<file path="config.mk">
export PLATFORM = sky130hd
export DESIGN_NAME = nv_ram_fifo_ctrl_80x72
export DESIGN_NICKNAME = d
export VERILOG_FILES = /design/src/rtl/nv_ram_fifo_pkg.sv /design/src/rtl/nv_ram_fifo_skid2.sv /design/src/rtl/nv_ram_fifo_ctrl_80x72.sv
export SDC_FILE = /design/constraint.sdc
export NUM_CORES = 1
export LEC_CHECK = 0
export ABC_AREA = 1
export BUFFER_PORTS_ARGS = -buffer_cell sky130_fd_sc_hd__buf_2
export CORE_MARGIN = 5
export CORE_UTILIZATION = 30
export CTS_CLUSTER_DIAMETER = 50
export DETAILED_ROUTE_END_ITERATION = 10
export GPL_ROUTABILITY_DRIVEN = 0
export RECOVER_POWER = 25
export SLEW_MARGIN = 20
export SYNTH_ARGS = -nofsm -noshare
export SYNTH_HDL_FRONTEND = slang
export SYNTH_HIERARCHICAL = 1
export SYNTH_SLANG_ARGS = --single-unit
</file>
<file path="constraint.sdc">
create_clock -name nvdla_core_clk -period 3.8 [get_ports nvdla_core_clk]
set_clock_uncertainty 0.2 [all_clocks]
set_input_delay 0 -clock nvdla_core_clk [delete_from_list [all_inputs] [get_ports nvdla_core_clk]]
set_output_delay 0 -clock nvdla_core_clk [all_outputs]
set_load 0.1 [all_outputs]
</file>
<file path="src/rtl/nv_ram_fifo_pkg.sv">
// Shared constants and pointer helper for the 80x72 RAM FIFO controller.
package nv_ram_fifo_pkg;

    localparam int DEPTH = 80;
    localparam int AW    = 7;
    localparam int DW    = 72;
    localparam int CW    = 7;

    // Pointers wrap at DEPTH-1, not at the natural 2^AW boundary.
    function automatic logic [AW-1:0] ptr_inc(input logic [AW-1:0] p);
        return (p == AW'(DEPTH - 1)) ? '0 : p + AW'(1);
    endfunction

endpackage

</file>
<file path="src/rtl/nv_ram_fifo_skid2.sv">
// Two-entry in-order output buffer; registered head drives the read stream.
module nv_ram_fifo_skid2
    import nv_ram_fifo_pkg::*;
(
    input  logic          clk,
    input  logic          rst,
    input  logic          in_vld,
    input  logic [DW-1:0] in_pd,
    output logic          out_vld,
    input  logic          out_rdy,
    output logic [DW-1:0] out_pd,
    output logic [1:0]    occ
);

    logic [DW-1:0] head_q;
    logic [DW-1:0] tail_q;
    logic [1:0]    occ_q;
    logic          pop;

    assign out_vld = (occ_q != 2'd0);
    assign out_pd  = head_q;
    assign occ     = occ_q;
    assign pop     = out_vld & out_rdy;

    // The controller never captures into a full buffer, so no overflow path exists.
    always_ff @(posedge clk or posedge rst) begin
        if (rst) begin
            head_q <= '0;
            tail_q <= '0;
            occ_q  <= 2'd0;
        end else begin
            case ({in_vld, pop})
                2'b10: begin
                    if (occ_q == 2'd0) head_q <= in_pd;
                    else               tail_q <= in_pd;
                    occ_q <= occ_q + 2'd1;
                end
                2'b01: begin
                    head_q <= tail_q;
                    occ_q  <= occ_q - 2'd1;
                end
                2'b11: begin
                    if (occ_q == 2'd1) begin
                        head_q <= in_pd;
                    end else begin
                        head_q <= tail_q;
                        tail_q <= in_pd;
                    end
                end
                default: ;
            endcase
        end
    end

endmodule

</file>
<file path="src/rtl/nv_ram_fifo_ctrl_80x72.sv">
// Valid/ready FIFO wrapper around the 80x72 pseudo-dual-port RAM.
// Optional build macro RAM_FIFO_BYPASS_EN lets pushes skip the RAM when its path is empty.
module nv_ram_fifo_ctrl_80x72
    import nv_ram_fifo_pkg::*;
(
    input  logic          nvdla_core_clk,
    input  logic          nvdla_core_rst,
    input  logic          wr_pvld,
    output logic          wr_prdy,
    input  logic [DW-1:0] wr_pd,
    output logic          rd_pvld,
    input  logic          rd_prdy,
    output logic [DW-1:0] rd_pd,
    output logic          ram_we,
    output logic [AW-1:0] ram_wa,
    output logic [DW-1:0] ram_wd,
    output logic          ram_re,
    output logic [AW-1:0] ram_ra,
    input  logic [DW-1:0] ram_rd,
    output logic [CW-1:0] fifo_cnt
);

    logic [AW-1:0] wptr;
    logic [AW-1:0] rptr;
    logic [CW-1:0] ram_cnt;
    logic          inflight;
    logic          rdy_en;
    logic [1:0]    skid_occ;
    logic          push;
    logic          push_ram;
    logic          byp_push;
    logic          issue;
    logic          cap_vld;
    logic [DW-1:0] cap_pd;

    assign wr_prdy = rdy_en & (ram_cnt < CW'(DEPTH));
    assign push    = wr_pvld & wr_prdy;

`ifdef RAM_FIFO_BYPASS_EN
    // Safe for ordering: nothing older can be in the RAM or in flight.
    assign byp_push = push & (ram_cnt == '0) & ~inflight & (skid_occ != 2'd2);
`else
    assign byp_push = 1'b0;
`endif

    assign push_ram = push & ~byp_push;

    // A word written this cycle is not counted yet, so reads never hit the write address.
    assign issue = (ram_cnt != '0) &
                   ((skid_occ == 2'd0) | ((skid_occ == 2'd1) & ~inflight));

    assign ram_we = push_ram;
    assign ram_wa = wptr;
    assign ram_wd = push_ram ? wr_pd : '0;
    assign ram_re = issue;
    assign ram_ra = rptr;

    assign cap_vld = inflight | byp_push;
    assign cap_pd  = inflight ? ram_rd : wr_pd;

    always_ff @(posedge nvdla_core_clk or posedge nvdla_core_rst) begin
        if (nvdla_core_rst) begin
            wptr     <= '0;
            rptr     <= '0;
            ram_cnt  <= '0;
            inflight <= 1'b0;
            rdy_en   <= 1'b0;
        end else begin
            rdy_en   <= 1'b1;
            inflight <= issue;
            if (push_ram) wptr <= ptr_inc(wptr);
            if (issue)    rptr <= ptr_inc(rptr);
            case ({push_ram, issue})
                2'b10:   ram_cnt <= ram_cnt + CW'(1);
                2'b01:   ram_cnt <= ram_cnt - CW'(1);
                default: ;
            endcase
        end
    end

    nv_ram_fifo_skid2 u_skid (
        .clk     (nvdla_core_clk),
        .rst     (nvdla_core_rst),
        .in_vld  (cap_vld),
        .in_pd   (cap_pd),
        .out_vld (rd_pvld),
        .out_rdy (rd_prdy),
        .out_pd  (rd_pd),
        .occ     (skid_occ)
    );

    assign fifo_cnt = ram_cnt + CW'(inflight) + CW'(skid_occ);

endmodule

</file>
==> flow_metrics.tcl <==
set metrics [dict create \
    outcome "finished, violations left" \
    failed_checks "max-capacitance violations, max-slew violations" \
    startpoint_type "flip-flop" \
    fp.dieH_um 190 \
    end_kind "flip-flop" \
    syn_to_final_growth_pct 40.3 \
    clockRootBuffer "clkbuf_16" \
    port_buffers 316 \
    initial_utilization_pct 30.2 \
    path_class "flip-flop to flip-flop" \
    overflow 0 \
    syn_inst 1413 \
    n_fill_cell 3363 \
    grt_max_degree 95 \
    drt-total-wl_um 31800 \
    dr.pass1.iters 5 \
    mostFrequentLayoutCell "nand2_1" \
    cts_tree "yes" \
    antenna_left 0 \
    tightestPinTransition_ns 2.20 \
    crit_path_start "cap_vld$_DFF_PP0_" \
    cp_data_arrival_time_ns 3.24 \
    synth_top_cell_by_area "dfrtp_1" \
    grt_pass1_vias 10453 \
    grtUsageTotal_pct 17.5 \
    synth_nets 1580 \
    hp-start "wr_pd[0]" \
    reg2reg_from "cap_vld$_DFF_PP0_" \
    layout_common_cells "nand2_1 (648), buf_2 (315), dfrtp_1 (168), nand3_1 (164), dlygate4sd3_1 (149)" \
    async_flop_share_pct 100 \
    vias 10329 \
    rsz0062_at_grt "false" \
    yosys_warnings 6 \
    timing_hold_violations_final 0 \
    slew_viol_final 148 \
    drt_iter0_markers 546 \
    period_minus_slack_ns 3.13 \
    tns_ns 0 \
    die_x_um 190 \
    maxCapViolations 2 \
    clk_path_buf_depth 2 \
    synth.top_cells.by_area "dfrtp_1 (43%), nand2_1 (25%), nand3_1 (8.4%)" \
    clk_pin_slew_ns 0.08 \
    ctsResizeCount 0 \
    cp.required_ns 3.91 \
    max_freq_ghz 0.319 \
    ys_seq_area_share_pct 43.4 \
    core_um2 32300 \
    multi_input_area_um2 4670 \
    drt-wirelength-per-cell_um 13.9 \
    drc 0 \
    ff_latch_area_um2 4230 \
    syn_area_per_cell_um2 6.90 \
    die_area_um2 36200 \
    synth_edf_count 0 \
    grt_pass1_wl_um 52500 \
    h-tree-depth 4 \
    hold_class "input port to flip-flop" \
    synth_top_area_share_pct 43.4 \
    slew-limit-headroom_pct -46.4 \
    ys_seq_elements 169 \
    final_nets 2000 \
    hold_ws_ns 0.0221 \
    setup_viol 0 \
    min_period_over_period_pct 82.4 \
    vias_per_cell 4.51 \
    insertion_delay_ns 0.42 \
    synth_top_flop_cell "dfrtp_1" \
    ys_types 29 \
    synthesis.area_um2 9740 \
    numCtsBuffers 17 \
    io_pins 317 \
    antenna_found_initial 0 \
    cts.sinks 169 \
    antenna_cells 0 \
    dp.final_hpwl_um 20600 \
    cp_max_fo 94 \
    fp-row-count 66 \
    drive_gt1_share_pct 22.9 \
]
==> logic make-up (layout without fill, tap and decap cells) <==
logic type	after synthesis	in the layout	share of synthesized area, %
DFF	169	169	43.4
buffers and inverters	199	632	8.83
xor gates and xnor gates	14	14	1.26
adders and majority gates	19	19	2.67
and+or+nand+nor	917	917	38.9
other	1	1	0.0385
AOI/OAI and AO/OA	94	94	4.92
==> what timing repair did <==
item                      4_1_cts  5_1_grt
buffers inserted                0        0
hold buffers                  149        0
hold endpoints to repair      314        0
==> path summary, 6_finish.rpt <==
kind,end,slack (ns),cells past startpoint
worst max-delay path,u_skid/tail_q[69]$_DFFE_PP0P_,0.67,5
worst min-delay path,u_skid/out_pd[0]$_DFFE_PP0P_,0.02,7
worst max register to register,u_skid/tail_q[69]$_DFFE_PP0P_,0.67,5
worst min register to register,u_skid/tail_q[29]$_DFFE_PP0P_,0.27,2
max in group asynchronous,u_skid/out_pd[68]$_DFFE_PP0P_,1.29,4
min in group asynchronous,ram_wa[0]$_DFFE_PP0N_,0.19,3
==> layer usage <==
metal  vias up  share of wire, %  track usage, %
li1       5202                 -               -
met1      4812                43            22.1
met2       281                49            30.4
met3        34               5.3            3.50
met4         0               2.0            5.14
met5         -                 0               0
==> synth_stat cells (2+ instances only) <==
master / number
a21oi_1: 6
buf_1: 5
buf_2: 46
buf_8: 4
clkbuf_1: 24
dfrtp_1: 169
fa_1: 3
ha_1: 16
inv_1: 113
inv_2: 5
nand2_1: 651
nand2_2: 3
nand3_1: 164
nand4_1: 5
nor2_1: 49
nor2_2: 41
nor3_1: 2
o21ai_0: 83
o21ai_1: 2
xnor2_1: 6
xor2_1: 8
==> worst max-delay path, stage by stage (launching register included) <==
cell and delay [ns]:
dfrtp_4 0.78, buf_4 0.68, o21ai_0 0.41, dlygate4sd3_1 0.70, nand3_1 0.09, nand2_1 0.06
==> stage by stage <==
stage          area, um^2  std cells  util, %  worst slack, ns
6_report            13700       2288     42.3            0.668
5_1_grt             13700       2288     42.3            0.469
4_1_cts             13700       2288     42.4            0.656
3_5_place_dp        11600       2107     36.0            0.824
3_3_place_gp        11600       2107     36.0            0.899
2_1_floorplan        9750       1413        -            0.421
==> flip-flops by register name (all words and copies together), names as in the netlist <==
register,count
cap_vld,1
ram_cnt,7
ram_ra,7
ram_wa,7
rdy_en,1
u_skid/occ,2
u_skid/out_pd,72
u_skid/tail_q,72
==> cell type report <==
class | instances | share of cell area (%)
timing repair buffer | 482 | 23.4
clock inverter | 15 | 1.11
multi-input combinational | 1045 | 34.2
tap | 442 | 4.04
sequential | 169 | 31.0
clock buffer | 17 | 3.11
inverter | 118 | 3.27
Power is left out: the tool's default activity adds up to more than one toggle a clock period on the data nets, which glitch-free logic cannot reach.
